File: src/rtl/elevator_pkg.sv
// ---------------------------------------------------------------------------
// elevator_pkg
// Shared constants and types for the four-floor elevator scheduler.
//   NUM_FLOORS        : number of floors served
//   FLOOR_0..FLOOR_3  : one-hot floor codes
//   sched_state_t     : scheduler FSM state encoding (IDLE, MOVE, DOOR)
//   dir_t             : travel direction (none, up, down)
//   floor_index()     : one-hot floor code -> binary floor number
//   floor_onehot()    : binary floor number -> one-hot floor code
// ---------------------------------------------------------------------------
package elevator_pkg;

   localparam int NUM_FLOORS = 4;

   localparam logic [NUM_FLOORS-1:0] FLOOR_0 = 4'b0001;
   localparam logic [NUM_FLOORS-1:0] FLOOR_1 = 4'b0010;
   localparam logic [NUM_FLOORS-1:0] FLOOR_2 = 4'b0100;
   localparam logic [NUM_FLOORS-1:0] FLOOR_3 = 4'b1000;

   typedef enum logic [1:0] {
      S_IDLE = 2'd0,
      S_MOVE = 2'd1,
      S_DOOR = 2'd2
   } sched_state_t;

   typedef enum logic [1:0] {
      DIR_NONE = 2'd0,
      DIR_UP   = 2'd1,
      DIR_DOWN = 2'd2
   } dir_t;

   // Only meaningful for a one-hot input; the caller guards against others.
   function automatic logic [1:0] floor_index(input logic [NUM_FLOORS-1:0] onehot);
      floor_index = 2'd0;
      for (int i = 0; i < NUM_FLOORS; i++) begin
         if (onehot[i]) begin
            floor_index = 2'(i);
         end
      end
   endfunction

   function automatic logic [NUM_FLOORS-1:0] floor_onehot(input logic [1:0] idx);
      case (idx)
         2'd0:    floor_onehot = FLOOR_0;
         2'd1:    floor_onehot = FLOOR_1;
         2'd2:    floor_onehot = FLOOR_2;
         default: floor_onehot = FLOOR_3;
      endcase
   endfunction

endpackage

File: src/rtl/elevator_target_sel.sv
// ---------------------------------------------------------------------------
// elevator_target_sel
// Combinational SCAN / nearest-floor selector.
//   pending       in  [3:0] outstanding calls
//   present_floor in  [3:0] one-hot current floor
//   direction     in  dir_t current travel heading (DIR_NONE when idle)
//   next_target   out [3:0] one-hot floor to travel to next
//   next_dir      out dir_t direction of travel toward next_target
//   valid         out       a pending floor other than the present one exists
// With a heading, the nearest floor ahead wins, otherwise the nearest behind
// (reversal). With no heading, the nearest floor in either direction wins and
// a distance tie goes to the lower floor.
// ---------------------------------------------------------------------------
module elevator_target_sel
   import elevator_pkg::*;
(
   input  logic [NUM_FLOORS-1:0] pending,
   input  logic [NUM_FLOORS-1:0] present_floor,
   input  dir_t                  direction,
   output logic [NUM_FLOORS-1:0] next_target,
   output dir_t                  next_dir,
   output logic                  valid
);

   logic [1:0]            cur_idx;
   logic [NUM_FLOORS-1:0] cand;
   logic                  has_up;
   logic                  has_dn;
   logic [1:0]            up_idx;
   logic [1:0]            dn_idx;
   logic                  pick_up;

   // The present floor is never a travel target, so it is masked out first.
   // The upward scan runs high-to-low so the last hit is the nearest floor
   // above; the downward scan runs low-to-high for the nearest floor below.
   always_comb begin
      cur_idx = floor_index(present_floor);
      cand    = pending & ~present_floor;
      has_up  = 1'b0;
      has_dn  = 1'b0;
      up_idx  = 2'd0;
      dn_idx  = 2'd0;
      for (int f = NUM_FLOORS - 1; f >= 0; f--) begin
         if (cand[f] && (f > int'(cur_idx))) begin
            has_up = 1'b1;
            up_idx = 2'(f);
         end
      end
      for (int f = 0; f < NUM_FLOORS; f++) begin
         if (cand[f] && (f < int'(cur_idx))) begin
            has_dn = 1'b1;
            dn_idx = 2'(f);
         end
      end

      // Upward only when strictly closer above, so ties go to the lower floor.
      case (direction)
         DIR_UP:   pick_up = has_up;
         DIR_DOWN: pick_up = has_up && !has_dn;
         default:  pick_up = has_up && (!has_dn || ((up_idx - cur_idx) < (cur_idx - dn_idx)));
      endcase

      valid = has_up || has_dn;
      if (!valid) begin
         next_target = present_floor;
         next_dir    = DIR_NONE;
      end else if (pick_up) begin
         next_target = floor_onehot(up_idx);
         next_dir    = DIR_UP;
      end else begin
         next_target = floor_onehot(dn_idx);
         next_dir    = DIR_DOWN;
      end
   end

endmodule

File: src/rtl/elevator_scheduler.sv
// ---------------------------------------------------------------------------
// elevator_scheduler
// Four-floor elevator call scheduler (IDLE / MOVE / DOOR) with SCAN ordering.
//   clk            in        system clock, rising edge
//   reset          in        synchronous active-high reset
//   call_req       in  [3:0] floor call pulses, bit i = floor i
//   tick           in        one-second strobe, counts door time only
//   present_floor  in  [3:0] one-hot floor from the floor controller
//   target_floor   out [3:0] one-hot floor to drive toward (registered)
//   door_open      out       door open indicator (registered)
//   dir_up/dir_down out      travel direction, never both high
//   pending        out [3:0] latched outstanding calls
//   fault          out       sticky: present_floor was seen not one-hot
// ---------------------------------------------------------------------------
module elevator_scheduler
   import elevator_pkg::*;
#(
   parameter int DOOR_TICKS = 3
) (
   input  logic                  clk,
   input  logic                  reset,
   input  logic [NUM_FLOORS-1:0] call_req,
   input  logic                  tick,
   input  logic [NUM_FLOORS-1:0] present_floor,
   output logic [NUM_FLOORS-1:0] target_floor,
   output logic                  door_open,
   output logic                  dir_up,
   output logic                  dir_down,
   output logic [NUM_FLOORS-1:0] pending,
   output logic                  fault
);

   localparam logic [3:0] DOOR_LOAD = 4'(DOOR_TICKS);

   sched_state_t          state_q, state_d;
   logic [NUM_FLOORS-1:0] pending_q, pending_d;
   logic [NUM_FLOORS-1:0] target_q, target_d;
   logic                  door_open_q, door_open_d;
   logic                  dir_up_q, dir_up_d;
   logic                  dir_down_q, dir_down_d;
   logic [3:0]            cnt_q, cnt_d;
   logic                  fault_q, fault_d;
   // Heading is remembered through DOOR so SCAN can keep going the same way,
   // while dir_up/dir_down drop to zero whenever target equals present.
   dir_t                  heading_q, heading_d;

   logic                  present_ok;
   logic [NUM_FLOORS-1:0] call_eff;
   logic                  enter_door;
   logic [NUM_FLOORS-1:0] sel_target;
   dir_t                  sel_dir;
   logic                  sel_valid;

   assign present_ok = $onehot(present_floor);

   elevator_target_sel u_target_sel (
      .pending       (pending_q),
      .present_floor (present_floor),
      .direction     (heading_q),
      .next_target   (sel_target),
      .next_dir      (sel_dir),
      .valid         (sel_valid)
   );

   // Next-state logic. A bad present_floor freezes everything except fault.
   // Calls for the present floor are dropped while the door is open, and the
   // DOOR-entry clear is applied after the call merge so it wins a collision.
   // In IDLE a call for the present floor opens the door directly without
   // ever showing up in pending.
   always_comb begin
      state_d     = state_q;
      pending_d   = pending_q;
      target_d    = target_q;
      door_open_d = door_open_q;
      dir_up_d    = dir_up_q;
      dir_down_d  = dir_down_q;
      cnt_d       = cnt_q;
      fault_d     = fault_q;
      heading_d   = heading_q;
      call_eff    = call_req;
      enter_door  = 1'b0;

      if (!present_ok) begin
         fault_d = 1'b1;
      end else begin
         if (state_q == S_DOOR) begin
            call_eff = call_req & ~present_floor;
         end
         pending_d = pending_q | call_eff;

         case (state_q)
            S_IDLE: begin
               if (((pending_q | call_req) & present_floor) != '0) begin
                  enter_door = 1'b1;
               end else if (sel_valid) begin
                  state_d    = S_MOVE;
                  target_d   = sel_target;
                  dir_up_d   = (sel_dir == DIR_UP);
                  dir_down_d = (sel_dir == DIR_DOWN);
                  heading_d  = sel_dir;
               end else begin
                  target_d   = present_floor;
                  dir_up_d   = 1'b0;
                  dir_down_d = 1'b0;
               end
            end

            // One-hot codes order the same way as floor numbers, so a plain
            // magnitude compare tells whether the new pick is short of target.
            S_MOVE: begin
               if (present_floor == target_q) begin
                  enter_door = 1'b1;
               end else if (sel_valid && (sel_dir == heading_q) &&
                            (((heading_q == DIR_UP)   && (sel_target < target_q)) ||
                             ((heading_q == DIR_DOWN) && (sel_target > target_q)))) begin
                  target_d = sel_target;
               end
            end

            S_DOOR: begin
               if (tick) begin
                  if (cnt_q <= 4'd1) begin
                     cnt_d       = 4'd0;
                     door_open_d = 1'b0;
                     if (sel_valid) begin
                        state_d    = S_MOVE;
                        target_d   = sel_target;
                        dir_up_d   = (sel_dir == DIR_UP);
                        dir_down_d = (sel_dir == DIR_DOWN);
                        heading_d  = sel_dir;
                     end else begin
                        state_d    = S_IDLE;
                        target_d   = present_floor;
                        dir_up_d   = 1'b0;
                        dir_down_d = 1'b0;
                        heading_d  = DIR_NONE;
                     end
                  end else begin
                     cnt_d = cnt_q - 4'd1;
                  end
               end
            end

            default: begin
               state_d = S_IDLE;
            end
         endcase

         if (enter_door) begin
            state_d     = S_DOOR;
            door_open_d = 1'b1;
            cnt_d       = DOOR_LOAD;
            pending_d   = pending_d & ~present_floor;
            target_d    = present_floor;
            dir_up_d    = 1'b0;
            dir_down_d  = 1'b0;
         end
      end
   end

   // State and output registers with synchronous reset; calls sampled while
   // reset is high are simply not latched.
   always_ff @(posedge clk) begin
      if (reset) begin
         state_q     <= S_IDLE;
         pending_q   <= '0;
         target_q    <= FLOOR_0;
         door_open_q <= 1'b0;
         dir_up_q    <= 1'b0;
         dir_down_q  <= 1'b0;
         cnt_q       <= 4'd0;
         fault_q     <= 1'b0;
         heading_q   <= DIR_NONE;
      end else begin
         state_q     <= state_d;
         pending_q   <= pending_d;
         target_q    <= target_d;
         door_open_q <= door_open_d;
         dir_up_q    <= dir_up_d;
         dir_down_q  <= dir_down_d;
         cnt_q       <= cnt_d;
         fault_q     <= fault_d;
         heading_q   <= heading_d;
      end
   end

   assign target_floor = target_q;
   assign door_open    = door_open_q;
   assign dir_up       = dir_up_q;
   assign dir_down     = dir_down_q;
   assign pending      = pending_q;
   assign fault        = fault_q;

endmodule

File: config.mk
export PLATFORM = sky130hd
export DESIGN_NAME = elevator_scheduler
export DESIGN_NICKNAME = d
export VERILOG_FILES = /design/src/rtl/elevator_pkg.sv /design/src/rtl/elevator_target_sel.sv /design/src/rtl/elevator_scheduler.sv
export SDC_FILE = /design/constraint.sdc
export NUM_CORES = 1
export LEC_CHECK = 0
export ABC_AREA = 1
export ABC_CLOCK_PERIOD_IN_PS = 6950
export BUFFER_PORTS_ARGS = -buffer_cell sky130_fd_sc_hd__buf_2
export CORE_ASPECT_RATIO = 0.9
export CORE_MARGIN = 3
export CORE_UTILIZATION = 40
export DETAILED_ROUTE_END_ITERATION = 10
export SETUP_SLACK_MARGIN = 0.02
export SYNTH_ARGS = -nofsm -noshare
export SYNTH_HDL_FRONTEND = slang
export SYNTH_SLANG_ARGS = --single-unit
File: constraint.sdc
create_clock -name clk -period 6.95 [get_ports clk]
set_input_delay 0.695 -clock clk [delete_from_list [all_inputs] [get_ports clk]]
set_output_delay 0.695 -clock clk [all_outputs]
set_load 0.1 [all_outputs]
==> qor_table.md <==
| Quantity | Value |
|---|---|
| Power per standard cell area | 263 nW/µm² |
| Hold path endpoint | fault |
| Area of the die | 4920 µm² |
| Post-Syn Area | 1640 µm² |
| Most area-hungry cell type in the Yosys netlist | dfxtp_1 |
| Library cell contributing the largest single delay on the critical path | ha_1 |
| Top cells by area, synth | dfxtp_1, nand2_1, a21oi_1 |
| Post-Layout Inst Area | 1820 µm² |
| Final Hold Viols | 0 |
| Final Critical Period | 3560 ps |
| Launch instance of the worst register-to-register path | pending[2] |
| Initial antenna violation count | 0 |
| Classification of the worst setup path | input port to flip-flop |
| Clock buffer count from CTS | 3 |
| Resized Gates After CTS | 0 |
| Number of sinks handled by clock tree synthesis | 20 |
| Antenna Nets Post-Route | 0 |
| Unrepaired setup endpoints after global routing | false |
| Pin count of the biggest net entering global routing | 17 |
| Fmax | 0.281 GHz |
| Max Cap Viol | 0 |
| Hold Path Class | flip-flop to flip-flop |
| Sequential element share of the synthesized area | 24.4% |
| Endpoint of the lowest-slack register-to-register path | target_floor[1] |
| Met2 Use GR | 26.7% |
| Standard cell area after detailed placement | 1770 µm² |
| Number of standard cells after synthesis | 261 |
| Number of warnings reported in the yosys synthesis log | 0 |
| Kind of end point of the critical path | flip-flop |
| Clock Latency Late Sink | 260 ps |
| Total DRC errors in the routed layout | 0 |
| Die height | 66.8 µm |
| Post-route clock period utilization | 51.2% |
| Hold Path Origin | fault |
| Area delta synth->final | 10.9% |
| Data required time of the critical path | 7120 ps |
| Number of port buffers | 22 |
| Cell type with the highest occurrence count on the critical path | nand2_1 |
| Post-CTS setup buffers | 0 |
| Detailed Route Iter0 Violations | 92 |
| Highest ir drop seen on vdd | 0.135 mV |
| Post-synthesis average cell area | 6.30 µm² |
| Number of levels in the clock H-tree | 1 |
| Final Total Pwr | 480 µW |
| Grt total ovfl | 0 |
| Depth of the worst register-to-register path | 26 |
| Number of primary I/O pins | 23 |
| Hold buffers post-CTS | 0 |
| Met1 Usage GRT | 25.0% |
| Flop and latch count out of synthesis | 20 |
| Effective utilization at floorplan | 42.9% |
| TritonCTS clock tree | yes |
| Antenna diode count | 0 |
| Total of fill cells in the finished design | 416 |
| Share of the synthesized area in the top cell type | 24.4% |
| Router iterations before antenna repair | 4 |
| Combined buffer and inverter count along the critical path | 5 |
| Total Nets Final | 304 |
| Horizontal die dimension | 73.6 µm |
| Global-route wire length before repair | 6730 µm |
| Max Buffers Root-to-Sink | 2 |
| Global Route met3 Usage | 3.32% |
| Wirelength per Cell | 11.9 µm |
| Maximum fanout along the worst path | 9 |
| Total detailed-routing wirelength | 3910 µm |
| Via count of the first global-routing pass | 1488 |
| # setup viols final | 0 |
| Max_slew headroom | 67.8% |
| All-Layer GR Usage | 17.5% |
| Share of layout cells above drive strength 1 | 19.2% |
| Overall via count from detail_route | 1609 |
| Worst Clk Skew | 5.60 ps |
| Count of different cell masters after synthesis | 28 |
| Slew at the pin with the worst max-slew slack | 487 ps |
| Worst path arrival time | 3720 ps |
| Clock Pin Slew Worst Setup and Hold Paths | 80 ps |
| Launching element type of the critical path | input port |
| TNS Setup | 0 ps |
| Cell family with most CP delay | simple AND/OR/NAND/NOR gates |
| FF-to-FF setup slack | 3630 ps |
| Library cell used as clock root buffer | clkbuf_8 |
| Vias per inst | 4.92 |
| Half-perimeter wire length after detailed placement | 3130 µm |
| Final weighted congestion in routability-driven placement | 0.837 |
| CP peak stage delay | 280 ps |
| Standard-cell rows | 21 |
| Number of slew-limit violations in the final report | 0 |
| Static power due to leakage | 0.000915 µW |
| Core region area | 3840 µm² |
| Layer carrying the most global-route usage | met2 |
| Run status | completed |
| Synth Net Count | 283 |
| Number of instances on the worst hold path | 2 |
-- report_power, final --
group / internal [µW] / switching [µW] / total, µW
clock: 50.4 / 39.9 / 90.4
sequential: 129 / 13.1 / 142
combinational: 64.8 / 183 / 247
-- area by class of cell --
cell class / instances / area (µm²) / share of cell area, %
flip-flops and latches: 20 / 400 / 22.0
well taps: 46 / 57.6 / 3.16
multi-input cells: 191 / 1030 / 56.4
repair buffers: 23 / 118 / 6.45
inverters: 43 / 164 / 8.99
clock buffers: 4 / 55.1 / 3.02
-- sequential cells by signal (all words and copies together), names as in the netlist --
register      flops
cnt_q             4
target_floor      4
dir_up            1
door_open         1
dir_down          1
fault             1
heading_q         2
state_q           2
pending           4
-- Yosys cell counts (all sizes together) --
master,number
nand2,68
inv,42
nor2,33
a21oi,28
dfxtp,20
o21ai,19
nand3,17
ha,10
o211ai,6
xor2,5
buf,4
clkbuf,3
clkinv,1
fa,1
nand4,1
nor3,1
nor3b,1
xnor2,1
-- worst register-to-register path: stages (launching register included) --
cell,delay (ps)
dfxtp_1,420
nand2_2,110
a21oi_2,170
nand2_1,110
xor2_1,180
xor2_1,180
ha_1,250
nand2_1,60
nand2_1,50
nand2_2,100
nand2_2,70
nand2_1,60
nand2_1,70
ha_1,280
inv_1,40
nor2_1,80
nor2_1,40
o21ai_0,180
nand2_1,60
o21ai_0,80
inv_1,60
nor2_1,80
nand2_1,80
a21oi_2,220
nand3_1,100
nand2_1,70
inv_1,30
-- per-stage QoR --
step | hold slack (ps) | setup slack (ps) | cells | util [%]
finish | 456 | 3390 | 327 | 47.5
floorplan | 450 | 3250 | 261 | -
detailed placement | 442 | 3130 | 323 | 46.1
CTS | 457 | 3410 | 327 | 47.5
global placement | 441 | 3130 | 323 | 46.1
global route | 500 | 2970 | 327 | 47.5
-- cell usage in the layout, fill, tap and decap left out, types with 3 or more instances in the layout --
cell and n:
buf_2 22, clkbuf_8 4, o21ai_2 3, nand3_1 17, inv_2 8, nor2_1 28, o21ai_0 14, inv_1 33
nor2_4 3, o211ai_1 6, dfxtp_1 20, a21oi_2 3, nand2_2 7, a21oi_1 25, ha_1 10, nand2_1 61
xor2_1 5
-- per-layer routing --
layer	wire length (µm)	vias up
met5	0	-
met4	39	0
met3	199	4
met2	1650	31
met1	2020	701
li1	-	873
-- cell families after synthesis --
logic type	share of synthesized area, %
buf+inv	13.1
flops	24.4
compound gates	18.4
fa+ha+maj	8.83
simple gates	32.1
xor+xnor	3.20
-- worst max path at each step --
stage / from / end / slack, ps / cells past startpoint
5_1_grt: present_floor[2] / target_floor[1] / 2970 / 28
3_5_place_dp: present_floor[2] / target_floor[1] / 3130 / 28
4_1_cts: present_floor[2] / target_floor[1] / 3410 / 28
3_3_place_gp: present_floor[2] / target_floor[1] / 3130 / 28
2_1_floorplan: pending[3] / target_floor[1] / 3250 / 26
6_report: present_floor[2] / target_floor[1] / 3390 / 28
(Power assumes the default switching activity.)
